`src/rtl/reg8_burst_writer.sv`:
```
// Burst write sequencer for the 8x8 register file: takes a (base, len) command,
// then streams bytes into auto-incrementing addresses. Optional: REG8_BURST_CHECKSUM_EN adds csum.
module reg8_burst_writer #(
  parameter int DW = 8,
  parameter int AW = 3,
  parameter int LW = 4
) (
  input  logic          clk,
  input  logic          clr,
  input  logic          start,
  input  logic [AW-1:0] base,
  input  logic [LW-1:0] len,
  input  logic          in_valid,
  input  logic [DW-1:0] in_data,
  output logic          in_ready,
  output logic          en,
  output logic [AW-1:0] wsel,
  output logic [DW-1:0] d,
  output logic          busy,
  output logic          done
`ifdef REG8_BURST_CHECKSUM_EN
  ,
  output logic [DW-1:0] csum
`endif
);

  typedef enum logic [1:0] {IDLE, BURST, DONE} state_t;

  state_t        state_q, state_d;
  logic [AW-1:0] addr_q, addr_d;
  logic [LW-1:0] rem_q, rem_d;
  logic          en_q, en_d;
  logic [AW-1:0] wsel_q, wsel_d;
  logic [DW-1:0] data_q, data_d;
`ifdef REG8_BURST_CHECKSUM_EN
  logic [DW-1:0] csum_q, csum_d;
`endif

  always_ff @(posedge clk) begin
    if (clr) begin
      state_q <= IDLE;
      addr_q  <= '0;
      rem_q   <= '0;
      en_q    <= 1'b0;
      wsel_q  <= '0;
      data_q  <= '0;
`ifdef REG8_BURST_CHECKSUM_EN
      csum_q  <= '0;
`endif
    end else begin
      state_q <= state_d;
      addr_q  <= addr_d;
      rem_q   <= rem_d;
      en_q    <= en_d;
      wsel_q  <= wsel_d;
      data_q  <= data_d;
`ifdef REG8_BURST_CHECKSUM_EN
      csum_q  <= csum_d;
`endif
    end
  end

  // The last accept moves straight to DONE, so its write strobe and done coincide.
  always_comb begin
    state_d  = state_q;
    addr_d   = addr_q;
    rem_d    = rem_q;
    en_d     = 1'b0;
    wsel_d   = wsel_q;
    data_d   = data_q;
    in_ready = 1'b0;
    done     = 1'b0;
`ifdef REG8_BURST_CHECKSUM_EN
    csum_d   = csum_q;
`endif
    case (state_q)
      IDLE: begin
        if (start) begin
`ifdef REG8_BURST_CHECKSUM_EN
          csum_d = '0;
`endif
          if (len != '0) begin
            addr_d  = base;
            rem_d   = len;
            state_d = BURST;
          end else begin
            state_d = DONE;
          end
        end
      end
      BURST: begin
        in_ready = 1'b1;
        if (in_valid) begin
          en_d   = 1'b1;
          wsel_d = addr_q;
          data_d = in_data;
          addr_d = addr_q + AW'(1);
          rem_d  = rem_q - LW'(1);
`ifdef REG8_BURST_CHECKSUM_EN
          csum_d = csum_q + in_data;
`endif
          if (rem_q == LW'(1)) begin
            state_d = DONE;
          end
        end
      end
      DONE: begin
        done    = 1'b1;
        state_d = IDLE;
      end
      default: begin
        state_d = IDLE;
      end
    endcase
  end

  assign busy = (state_q != IDLE);
  assign en   = en_q;
  assign wsel = wsel_q;
  assign d    = data_q;
`ifdef REG8_BURST_CHECKSUM_EN
  assign csum = csum_q;
`endif

endmodule

```
`config.mk`:
```
export PLATFORM = sky130hd
export DESIGN_NAME = reg8_burst_writer
export DESIGN_NICKNAME = d
export VERILOG_FILES = /design/src/rtl/reg8_burst_writer.sv
export SDC_FILE = /design/constraint.sdc
export NUM_CORES = 1
export LEC_CHECK = 0
export CAP_MARGIN = 20
export CORE_MARGIN = 2
export CORE_UTILIZATION = 40
export DETAILED_ROUTE_END_ITERATION = 6
export GPL_ROUTABILITY_DRIVEN = 1
export HOLD_SLACK_MARGIN = 0.1
export PLACE_DENSITY = 0.72
export SLEW_MARGIN = 20
export SYNTH_ARGS = -nofsm -noshare
export SYNTH_HDL_FRONTEND = slang
export SYNTH_SLANG_ARGS = --single-unit
```
`constraint.sdc`:
```
create_clock -name clk -period 1.6 [get_ports clk]
set_input_delay 0.24 -clock clk [delete_from_list [all_inputs] [get_ports clk]]
set_output_delay 0.24 -clock clk [all_outputs]
set_load 0.005 [all_outputs]
```
==> flow_summary.ini <==
[status]
status = completed

[min_path]
min_path_type = flip-flop to flip-flop

[grt]
grt_pass1_wl_um = 3740
grt.total_usage = 0.177
grt_pass1_vias = 921
grt_max_degree = 19
gr-total-overflow = 0
antenna_found_initial = 0

[logic_synthesis]
synth_area_sq_um = 973
ys_ff_latch = 21
synth-edff-count = 0
synth.distinct_cells = 29
async_reset_ff_frac = 0
synth_fp_nets = 135
postSynthCellCount = 113
synth_area_leaders = dfxtp_1 (43%), a21oi_1 (7.7%), nand3_1 (6.2%), nand2_1 (5.0%), nand2b_1 (4.5%)
synth_top_cell_by_area = dfxtp_1
seq_area_frac_synth = 0.432
ys_warn_count = 0
ys.flop_type = dfxtp_1
synth.avg_cell_area_sq_um = 8.61
netlist.area_leader.share = 0.432

[timing]
finalSetupTns_ns = 0
rsz0062_at_grt = no
period_share = 0.945
slew_violations = 0
slew_headroom = 0.709
worst_slew_pin_slew_ns = 0.432
period_minus_slack_ns = 1.51
setup_viol = 0
hold_violations = 0
fmaxAchievable_mhz = 661
worst_slack_ns = 0.0874
clock_skew_ns = 0.00460

[placed_design]
hpwl_um = 1770
gp_congestion = 0.738
post_dp_cell_area_sq_um = 1370
placed_cells = 177
io_buffers = 33
pre_cts_slack_ns = -0.173

[setup_path]
worstPathBufferInverterCount = 2
path_max_fanout = 7
worstSetupPathType = flip-flop to flip-flop
crit_chain = buf_4, mux2i_2, a211oi_4, buf_4, a31o_2, a21oi_1
slowest_stage = dfxtp_4
slowest_delay_ns = 0.38
required_ns = 1.83
cp_top_family = compound AO/OA/AOI/OAI gates
worstPathArrival_ns = 1.74
end_kind = flip-flop
cpMostUsedCell = buf_4
cp-start-kind = flip-flop

[route]
vias = 935
ant_nets = 0
vias_per_cell = 5.14
routed_wl_um = 2360
drtPass1Iterations = 4
drc = 0
wire_per_inst_um = 13.0
drt_iter0_markers = 10

[clock_tree]
clk_pin_slew_ns = 0.11
root_buffer = clkbuf_4
cts_sinks = 21
cts.hold.buffers_added = 0
ctsHtreeMaxLevel = 1
tritoncts = done
cts.path.max_buffers = 2
clk_latency_ns = 0.29
numCtsBuffers = 3

[pwr]
pwr-share-clk = 0.210
p_sw_w = 0.000319
power_frac_seq = 0.517
vdd.ir_drop.worst_mv = 0.503
p_leak_nw = 0.551
internal_power_w = 0.000830
powerDensity_nw_per_um2 = 813
p_comb_frac = 0.272
switching_share = 0.277

[flow_run]
max_cap_viol_count = 0

[floorplan]
die_w_um = 53.3
die_area_sq_um = 2840
num_rows = 17
io_pins = 34
core_sq_um = 2250
start_util = 0.432
die_y_um = 53.3

[layout]
multi_input_area_sq_um = 502
nets = 177
utilization = 0.627
drive_above_1_share = 0.156
instances_no_fill = 182
seq_area_sq_um = 425
antenna_cells = 0
fillCellCount = 217
areaGrowthSynthToFinish_pct = 45.1
fin_area_sq_um = 1410
state kept, by name (all words and copies together), names as in the netlist:
signal / flops
addr_q: 3
d: 8
rem_q: 4
wsel: 3
state_q: 2
en: 1
cell type report:
| type | instances | share of cell area |
|---|---|---|
| Timing Repair Buffer | 44 | 0.292 |
| Multi-Input combinational cell | 82 | 0.355 |
| Sequential cell | 21 | 0.301 |
| Clock buffer | 4 | 0.0186 |
| Tap cell | 28 | 0.0248 |
| Inverter | 3 | 0.00797 |
stage by stage:
stage                     total power, W  hold slack [ns]
after floorplan                 0.000777            0.387
after global placement          0.000905            0.443
after detailed placement        0.000916            0.447
final                            0.00115            0.461
after global routing             0.00122            0.484
after CTS                        0.00116            0.463
per-layer routing:
| metal | part of all wire | routed length [um] | vias up | track usage |
|---|---|---|---|---|
| li1 | - | - | 475 | - |
| met1 | 0.42 | 993 | 431 | 0.200 |
| met2 | 0.51 | 1200 | 29 | 0.331 |
| met3 | 0.070 | 166 | 0 | 0.0311 |
| met4 | 0 | 0 | 0 | 0.0513 |
| met5 | 0 | 0 | - | 0 |
cell usage after synthesis, types with 2 or more instances:
cell,number
dfxtp_1,21
a21oi_1,15
nand2_1,13
nand3_1,12
nand2b_1,7
nor2_1,5
nor3_1,4
a211oi_1,3
clkbuf_1,3
ha_1,3
o21ai_0,3
a21oi_2,2
buf_2,2
buf_6,2
inv_1,2
mux2i_1,2
xor2_1,2
power groups by stage:
stage	registers, W	clock network (W)	logic (W)
3_5_place_dp	0.000610	0	0.000306
2_1_floorplan	0.000601	0	0.000176
4_1_cts	0.000595	0.000254	0.000311
3_3_place_gp	0.000609	0	0.000296
5_1_grt	0.000601	0.000270	0.000347
6_report	0.000594	0.000242	0.000313
path summary, 6_finish.rpt:
kind                            startpoint       end  slack, ns  cells past startpoint
worst min-delay path                  d[0]      d[0]       0.46                      2
worst max-delay path            state_q[0]  rem_q[0]       0.09                      6
worst max register to register  state_q[0]  rem_q[0]       0.09                      6
worst min register to register        d[0]      d[0]       0.46                      2
cells in the final DEF, fill, tap and decap left out, types with 2 or more instances in the layout:
cell,count
nor3_1,4
dfxtp_1,19
inv_1,2
nand2_1,13
clkbuf_4,3
ha_1,3
xor2_1,2
clkdlybuf4s50_1,30
a21oi_1,15
nand2b_1,7
nor2_1,5
a211oi_1,3
buf_4,11
dlygate4sd2_1,2
a21oi_2,2
o21ai_0,3
nand3_1,12
cell families (layout without fill, tap and decap cells):
family / after synthesis / count (layout) / share of synthesized area
simple gates: 46 / 46 / 0.234
compound gates: 29 / 29 / 0.201
flops: 21 / 21 / 0.432
buf+inv: 10 / 51 / 0.0566
fa+ha+maj: 3 / 3 / 0.0386
xor+xnor: 2 / 2 / 0.0180
mux: 2 / 2 / 0.0206
worst register-to-register path, stage by stage (launching register included):
cell      delay (ns)
dfxtp_4         0.38
buf_4           0.15
mux2i_2         0.34
a211oi_4        0.08
buf_4           0.17
a31o_2          0.23
a21oi_1         0.11
timing repair:
item	in CTS	in global routing
buffers inserted	1	0
gates resized for setup	5	2
pin swaps	0	0
endpoints found under the setup margin	3	2
endpoints found under the hold margin	0	0
(Power assumes the default switching activity.)
